## src/rtl/func_caller.sv

```systemverilog
// Caller-side sequencer: takes (x, y) commands, pulses callee_start, waits for callee_done or timeout,
// returns the result on a valid/ready response stream. Optional golden checker: FUNC_CALLER_CHECK_EN.
module func_caller #(
  parameter int ARG_W   = 8,
  parameter int RET_W   = 8,
  parameter int TIMEOUT = 255
) (
  input  logic             clk,
  input  logic             rst_n,
  input  logic             cmd_valid,
  output logic             cmd_ready,
  input  logic [ARG_W-1:0] cmd_x,
  input  logic [ARG_W-1:0] cmd_y,
  output logic             callee_start,
  output logic [ARG_W-1:0] callee_a,
  output logic [ARG_W-1:0] callee_b,
  input  logic             callee_done,
  input  logic [RET_W-1:0] callee_ret,
  output logic             rsp_valid,
  input  logic             rsp_ready,
  output logic [RET_W-1:0] rsp_data,
  output logic             rsp_err,
  output logic             busy
`ifdef FUNC_CALLER_CHECK_EN
  ,
  output logic             rsp_mismatch
`endif
);

  localparam int CNT_W = $clog2(TIMEOUT + 1);
  localparam logic [CNT_W-1:0] LAST_CNT = CNT_W'(TIMEOUT - 1);

  typedef enum logic [1:0] {
    ST_IDLE  = 2'd0,
    ST_START = 2'd1,
    ST_WAIT  = 2'd2,
    ST_RESP  = 2'd3
  } state_t;

  state_t           state_r;
  state_t           next_state_s;
  logic             accept_s;
  logic             done_s;
  logic             expire_s;
  logic [CNT_W-1:0] cnt_r;
  logic             cmd_ready_r;
  logic             callee_start_r;
  logic [ARG_W-1:0] callee_a_r;
  logic [ARG_W-1:0] callee_b_r;
  logic             rsp_valid_r;
  logic [RET_W-1:0] rsp_data_r;
  logic             rsp_err_r;
  logic             busy_r;

  // Next-state decode; done is only honoured in WAIT and beats a same-cycle expiry
  always_comb begin
    next_state_s = state_r;
    accept_s     = 1'b0;
    done_s       = 1'b0;
    expire_s     = 1'b0;
    case (state_r)
      ST_IDLE: begin
        if (cmd_valid && cmd_ready_r) begin
          accept_s     = 1'b1;
          next_state_s = ST_START;
        end else begin
          next_state_s = ST_IDLE;
        end
      end
      ST_START: begin
        next_state_s = ST_WAIT;
      end
      ST_WAIT: begin
        if (callee_done) begin
          done_s       = 1'b1;
          next_state_s = ST_RESP;
        end else if (cnt_r == LAST_CNT) begin
          expire_s     = 1'b1;
          next_state_s = ST_RESP;
        end else begin
          next_state_s = ST_WAIT;
        end
      end
      ST_RESP: begin
        if (rsp_valid_r && rsp_ready) begin
          next_state_s = ST_IDLE;
        end else begin
          next_state_s = ST_RESP;
        end
      end
      default: begin
        next_state_s = ST_IDLE;
      end
    endcase
  end

  // State register and registered control/data outputs
  always_ff @(posedge clk or negedge rst_n) begin
    if (!rst_n) begin
      state_r        <= ST_IDLE;
      cnt_r          <= '0;
      cmd_ready_r    <= 1'b0;
      callee_start_r <= 1'b0;
      callee_a_r     <= '0;
      callee_b_r     <= '0;
      rsp_valid_r    <= 1'b0;
      rsp_data_r     <= '0;
      rsp_err_r      <= 1'b0;
      busy_r         <= 1'b0;
    end else begin
      state_r        <= next_state_s;
      cmd_ready_r    <= (next_state_s == ST_IDLE);
      callee_start_r <= (next_state_s == ST_START);
      rsp_valid_r    <= (next_state_s == ST_RESP);
      busy_r         <= (next_state_s != ST_IDLE);
      if (accept_s) begin
        callee_a_r <= cmd_x;
        callee_b_r <= cmd_y;
      end
      if (state_r == ST_START) begin
        cnt_r <= '0;
      end else if (state_r == ST_WAIT) begin
        cnt_r <= cnt_r + CNT_W'(1);
      end
      if (done_s) begin
        rsp_data_r <= callee_ret;
        rsp_err_r  <= 1'b0;
      end else if (expire_s) begin
        rsp_data_r <= '0;
        rsp_err_r  <= 1'b1;
      end
    end
  end

  assign cmd_ready    = cmd_ready_r;
  assign callee_start = callee_start_r;
  assign callee_a     = callee_a_r;
  assign callee_b     = callee_b_r;
  assign rsp_valid    = rsp_valid_r;
  assign rsp_data     = rsp_data_r;
  assign rsp_err      = rsp_err_r;
  assign busy         = busy_r;

`ifdef FUNC_CALLER_CHECK_EN
  localparam int PROD_W = (2 * ARG_W + 2 > RET_W) ? (2 * ARG_W + 2) : RET_W;

  // Reference result (a+b)+(a-b)+(a*b), computed wide and truncated once at the end
  function automatic logic [RET_W-1:0] golden_f(input logic [ARG_W-1:0] a, input logic [ARG_W-1:0] b);
    logic [PROD_W-1:0] ae;
    logic [PROD_W-1:0] be;
    logic [PROD_W-1:0] sum;
    ae  = PROD_W'(a);
    be  = PROD_W'(b);
    sum = (ae + be) + (ae - be) + (ae * be);
    return sum[RET_W-1:0];
  endfunction

  logic [RET_W-1:0] golden_r;
  logic             rsp_mismatch_r;

  // Golden value captured in START, compared against the returned value on done
  always_ff @(posedge clk or negedge rst_n) begin
    if (!rst_n) begin
      golden_r       <= '0;
      rsp_mismatch_r <= 1'b0;
    end else begin
      if (state_r == ST_START) begin
        golden_r <= golden_f(callee_a_r, callee_b_r);
      end
      if (done_s) begin
        rsp_mismatch_r <= (callee_ret != golden_r);
      end else if (expire_s) begin
        rsp_mismatch_r <= 1'b0;
      end
    end
  end

  assign rsp_mismatch = rsp_mismatch_r;
`endif

endmodule

```

## config.mk

```make
export PLATFORM = sky130hd
export DESIGN_NAME = func_caller
export DESIGN_NICKNAME = d
export VERILOG_FILES = /design/src/rtl/func_caller.sv
export SDC_FILE = /design/constraint.sdc
export NUM_CORES = 1
export LEC_CHECK = 0
export ABC_CLOCK_PERIOD_IN_PS = 2670
export CORE_MARGIN = 2
export CORE_UTILIZATION = 48
export DETAILED_ROUTE_END_ITERATION = 8
export PLACE_DENSITY = 0.91
export SLEW_MARGIN = 5
export SYNTH_ARGS = -nofsm -noshare
export SYNTH_HDL_FRONTEND = slang
export SYNTH_SLANG_ARGS = --single-unit
```

## constraint.sdc

```tcl
create_clock -name clk -period 2.67 [get_ports clk]
set_input_delay 0.801 -clock clk [delete_from_list [all_inputs] [get_ports clk]]
set_output_delay 0.801 -clock clk [all_outputs]
set_load 0.01 [all_outputs]
```

==> out/metrics.csv, run 1 <==
stage,metric,value,unit
setup_path,arrival,1280,ps
sta,slew_viol_final,0,
detailed_routing,vias,1305,
clock_tree,ctsResizeCount,0,
setup_path,crit_slowest_cell,clkdlybuf4s50_1,
global_routing,overflow,0,
sta,skew,6.541,ps
sta,max_freq,480.0,MHz
sta,hold_viol_final,0,
floorplanning,ios,58,
setup_path,endpoint,cmd_ready,
layout,final_core_util,71.24,%
power_and_ir_drop,irDropWorstVdd,0.6734,mV
detailed_routing,drt-initial-drc-count,56,
hold_path,hp-class,reg -> reg,
layout,final_cell_mix,"clkdlybuf4s50_1 (56), dfrtp_1 (39), nand2_1 (20)",
power_and_ir_drop,p_leak,1.069,nW
setup_path,setup.worst_path.start_class,flip-flop,
sta,hold_ws,520.0,ps
sta,maxSlewHeadroom,43.60,%
setup_path,cp_cell_sequence,clkdlybuf4s50_1,
place,io_buffer_count,57,
detailed_routing,antenna_left,0,
power_and_ir_drop,power.density,1147,nW/um^2
setup_path,crit_buf_inv,1,
layout,antenna_cells,0,
layout,fillers,273,
synthesis,syn_area,1704,sq um
clock_tree,numCtsBuffers,5,
run_status,status,finished clean,
layout,layout-drive-gt1-share,16.10,%
sta,rsz0062_at_grt,no,
synthesis,synth-async-reset-ratio,100.0,%
power_and_ir_drop,switchingPower,0.0009474,W
sta,tns,0,ps
layout,nNetsFinal,240,
setup_path,rr_endpoint,cnt_r[7],
clock_tree,clkTransAtPathRegs,110,ps
detailed_routing,drc,0,
power_and_ir_drop,p_sw_share,34.46,%
floorplanning,die_area,4043,sq um
global_routing,grt.total_usage,21.25,%
layout,layout_commonest_cell,clkdlybuf4s50_1,
global_routing,grt_pass1_wl,6.568,mm
power_and_ir_drop,comb_power_share,46.6,%
setup_path,crit_cells,1,
setup_path,critPathKind,reg -> out,
detailed_routing,wl,3.858,mm
global_routing,antenna_found_initial,0,
detailed_routing,dr.pass1.iters,4,
synthesis,yosysSeqAreaShare,57.27,%
setup_path,r2r-start,state_r[1],
floorplanning,die_h,63.59,um
setup_path,cp-startpoint,cmd_ready,
synthesis,synth_edf_count,0,
clock_tree,cts_tree,yes,
detailed_routing,via_per_inst,5.199,
floorplanning,fp.dieW,63.59,um
floorplanning,coreArea,3363,sq um
clock_tree,cts_buffer_depth,2,
clock_tree,htreeDepth,2,
global_routing,grt_max_degree,40,
detailed_routing,wire_per_inst,15.37,um
synthesis,yosys_warnings,0,
clock_tree,clock-sinks,39,
clock_tree,root_buffer,clkbuf_4,
synthesis,ys.flop_type,dfrtp_1,
layout,syn_to_final_growth,40.60,%
clock_tree,clk_latency,340,ps
sta,worstMarginPinSlew,845.9,ps
place,hpwlAfterDp,2.840,mm
synthesis,synth_cell_type_count,31,
clock_tree,hold_buffers,0,
sta,finalCritPeriodShare,78.03,%
floorplanning,initial_utilization,50.67,%
place,routabilityCongestion,0.7861,
power_and_ir_drop,pwr-share-seq,38.4,%
floorplanning,num_rows,21,
setup_path,required,1870,ps
global_routing,grt_pass1_vias,1379,
run,max_cap_viol_count,0,
setup_path,ff2ff_path_depth,5,
setup_path,worstPathMaxFanout,3,
synthesis,avgSynthCellArea,11.92,sq um
setup_path,setup.worst_path.end_class,primary output,
setup_path,crit_path_max_incr_delay,550,ps
setup_path,path_delay_family,buffers and inverters,
power_and_ir_drop,pwr-share-clk,15.1,%
clock_tree,post_cts_buffers,0,
synthesis,synth_cells,143,
synthesis,synth_nets,179,
setup_path,r2r_slack,900,ps
synthesis,yosys_register_bits,39,
sta,setup_violations,0,
sta,fin_crit,2084,ps
power_and_ir_drop,p_int,0.001802,W
metrics by stage:
stage | area (sq um) | power, W | setup slack, ps | instances
after floorplan | 1704 | 0.001739 | 1063 | 143
after global placement | 2310 | 0.002271 | 552.9 | 243
after detailed placement | 2310 | 0.002357 | 502.7 | 243
after CTS | 2396 | 0.002775 | 565.4 | 251
after global routing | 2396 | 0.002959 | 523.9 | 251
final | 2396 | 0.002749 | 586.5 | 251
sequential cells by signal (all words and copies together) (netlist names):
| name | count |
|---|---|
| callee_start | 1 |
| state_r | 2 |
| rsp_data | 8 |
| cnt_r | 8 |
| busy | 1 |
| callee_a | 8 |
| rsp_valid | 1 |
| cmd_ready | 1 |
| callee_b | 8 |
| rsp_err | 1 |
metal layers:
| metal | up-vias | GRT usage [%] | wire [um] |
|---|---|---|---|
| met5 | - | 0 | 0 |
| met4 | 0 | 5.978 | 41 |
| met3 | 4 | 7.857 | 219 |
| met2 | 45 | 36.05 | 2033 |
| met1 | 645 | 25.20 | 1563 |
| li1 | 611 | - | - |
synthesized netlist by cell type (2+ instances only):
cell type / number / area share [%]
a21oi_1: 4 / 1.2
and2_1: 3 / 1.1
buf_2: 2 / 0.59
dfrtp_1: 39 / 57
ha_1: 7 / 5.1
inv_1: 7 / 1.5
mux2_2: 18 / 12
mux2i_1: 2 / 1.2
nand2_1: 20 / 4.4
nand2b_1: 2 / 0.73
nand3_1: 2 / 0.59
nand4_2: 2 / 1.5
nor2_1: 4 / 0.88
nor2b_1: 2 / 0.73
o21ai_0: 11 / 3.2
o22ai_1: 2 / 0.73
or3_1: 2 / 0.73
power groups by stage:
stage | clock, W | combinational (W) | sequential, W
4_1_cts | 0.000423 | 0.00130 | 0.00106
3_5_place_dp | 0 | 0.00129 | 0.00106
3_3_place_gp | 0 | 0.00123 | 0.00104
6_report | 0.000415 | 0.00128 | 0.00105
5_1_grt | 0.000449 | 0.00142 | 0.00109
2_1_floorplan | 0 | 0.000611 | 0.00113
worst min path at each step:
stage	depth (start not counted)	end	startpoint	slack, ps
after CTS	1	callee_a[3]	callee_a[3]	530
after global placement	1	rsp_err	rsp_err	470
after global routing	1	callee_a[3]	callee_a[3]	550
after floorplan	0	busy	rst_n	510
after detailed placement	1	callee_b[3]	callee_b[3]	500
final	1	rsp_err	rsp_err	520
final cells by class:
cell class	count	area, sq um	area share [%]
clock buffers	6	51.30	2.141
well taps	46	57.56	2.402
inverters	7	26.28	1.097
multi-input cells	94	684.4	28.56
repair buffers	57	565.5	23.60
clock inverters	2	35.03	1.462
flip-flops and latches	39	975.9	40.73
logic make-up after synthesis:
| family | synth area share, % |
|---|---|
| compound gates | 8.664 |
| mux | 13.07 |
| xor+xnor | 0.5140 |
| fa+ha+maj | 5.139 |
| flops | 57.27 |
| buf+inv | 2.570 |
| simple gates | 12.78 |
No activity file was read; power rests on OpenSTA's default activity.
==> run 2: changes to the inputs <==
Settings changed: ABC_CLOCK_PERIOD_IN_PS 2670 to 1900, CORE_UTILIZATION 48 to 40, PLACE_DENSITY 0.91 to 0.82.
Clock period 2.67 ns to 1.9 ns, I/O delays scaled along.
==> run 2 against run 1 <==
Net effect:
- register-to-register slack lost 650 ps
- final cell count rose by 2.8%
- clock skew increased by 1.1 ps
- critical path type unchanged
- largest cell class unchanged
- largest power group unchanged
==> out/metrics.csv, run 2 (synthesized netlist as in run 1, its figures left out) <==
stage,metric,value,unit
run_status,status,finished clean,
clock_tree,clkTransAtPathRegs,80,ps
setup_path,required,1330,ps
setup_path,crit_path_max_incr_delay,560,ps
floorplanning,initial_utilization,42.00,%
place,io_buffer_count,57,
setup_path,crit_buf_inv,1,
power_and_ir_drop,pwr-share-clk,14.4,%
floorplanning,ios,58,
sta,fin_ws,94.88,ps
power_and_ir_drop,pwr-share-seq,38.3,%
detailed_routing,wl,3.704,mm
setup_path,cp_cell_sequence,clkdlybuf4s50_1,
place,place_area,2337,sq um
power_and_ir_drop,power.density,1579,nW/um^2
global_routing,grt_pass1_wl,6.258,mm
clock_tree,clk_latency,300,ps
setup_path,setup.worst_path.end_class,primary output,
sta,rsz0062_at_grt,no,
floorplanning,fp.dieW,69.27,um
layout,final_cell_mix,"clkdlybuf4s50_1 (56), dfrtp_1 (39), nand2_1 (20)",
run,max_cap_viol_count,0,
detailed_routing,drc,0,
global_routing,overflow,0,
setup_path,setup.worst_path.start_class,flip-flop,
layout,antenna_cells,0,
power_and_ir_drop,p_int,0.002506,W
place,dpl_worst_slack,-50.50,ps
detailed_routing,wire_per_inst,14.36,um
place,hpwlAfterDp,2.674,mm
layout,nNetsFinal,243,
power_and_ir_drop,irDropWorstVdd,0.6196,mV
setup_path,r2r_slack,250,ps
power_and_ir_drop,p_sw_share,34.45,%
detailed_routing,via_per_inst,4.884,
layout,syn_to_final_growth,42.14,%
setup_path,arrival,1240,ps
power_and_ir_drop,p_leak,1.077,nW
clock_tree,root_buffer,clkbuf_8,
clock_tree,htreeDepth,2,
clock_tree,post_cts_buffers,0,
power_and_ir_drop,p_total,0.003824,W
setup_path,crit_slowest_cell,clkdlybuf4s50_1,
setup_path,path_delay_family,buffers and inverters,
layout,final_core_util,59.70,%
setup_path,worstPathMaxFanout,3,
global_routing,grt_max_degree,40,
sta,slew_viol_final,0,
sta,maxSlewHeadroom,67.41,%
sta,hold_viol_final,0,
floorplanning,num_rows,23,
place,routabilityCongestion,0.7209,
detailed_routing,antenna_left,0,
floorplanning,coreArea,4058,sq um
layout,layout-drive-gt1-share,16.83,%
detailed_routing,dr.pass1.iters,4,
sta,max_freq,554.0,MHz
clock_tree,numCtsBuffers,5,
setup_path,r2r-start,state_r[1],
setup_path,rr_endpoint,cnt_r[7],
sta,fin_crit,1805,ps
sta,skew,7.668,ps
setup_path,critPathKind,reg -> out,
hold_path,hp-class,in -> async,
sta,worstMarginPinSlew,488.8,ps
power_and_ir_drop,comb_power_share,47.3,%
floorplanning,die_area,4798,sq um
clock_tree,hold_buffers,0,
clock_tree,ctsResizeCount,0,
layout,fin_area,2422,sq um
sta,finalCritPeriodShare,95.01,%
power_and_ir_drop,switchingPower,0.001317,W
layout,layout_commonest_cell,clkdlybuf4s50_1,
global_routing,antenna_found_initial,0,
setup_path,ff2ff_path_depth,5,
clock_tree,cts_tree,yes,
floorplanning,die_h,69.27,um
clock_tree,cts_buffer_depth,2,
sta,setup_violations,0,
global_routing,grt_pass1_vias,1253,
global_routing,grt.total_usage,16.76,%
detailed_routing,vias,1260,
clock_tree,clock-sinks,39,
detailed_routing,drt-initial-drc-count,70,
[run 2: cell types whose count changed in the layout (fill, tap and decap cells not counted), sizes merged]
cell,delta
buf,+3
bufinv,-1
clkinvlp,+1
[run 2: area by class of cell]
cell class / count / area (sq um)
Fill cell: 317 / 1635
Sequential cell: 39 / 975.9
Multi-Input combinational cell: 94 / 684.4
Timing Repair Buffer: 60 / 588.1
Clock buffer: 6 / 72.57
Tap cell: 50 / 62.56
Inverter: 7 / 26.28
Clock inverter: 2 / 12.51
[run 2: how the worst max path moves through the flow]
stage,from,to,depth (start not counted)
CTS,cmd_ready,cmd_ready,1
detailed placement,cmd_valid,callee_b[2],3
global route,cmd_ready,cmd_ready,1
finish,cmd_ready,cmd_ready,1
floorplan,state_r[1],cnt_r[5],6
global placement,cmd_valid,callee_b[5],3
[run 2: stage by stage]
stage               setup TNS (ps)  hold WS, ps  instances
floorplan                        0        274.4        143
global placement            -282.7        477.0        250
detailed placement          -642.9        492.2        250
CTS                              0        335.0        258
global route                     0        356.4        258
finish                           0        326.6        258
[run 2: power groups by stage]
stage / clock network (W) / registers (W) / logic, W
2_1_floorplan: 0 / 0.00158 / 0.000858
3_3_place_gp: 0 / 0.00147 / 0.00179
3_5_place_dp: 0 / 0.00148 / 0.00182
4_1_cts: 0.000572 / 0.00147 / 0.00184
5_1_grt: 0.000613 / 0.00153 / 0.00197
6_report: 0.000549 / 0.00147 / 0.00181
[run 2: routing by layer]
layer	vias up	track usage [%]	share of wire [%]
met1	607	20.08	42
li1	617	-	-
met3	7	4.651	3.7
met5	-	0	0
met2	29	28.21	53
met4	0	7.190	2.1
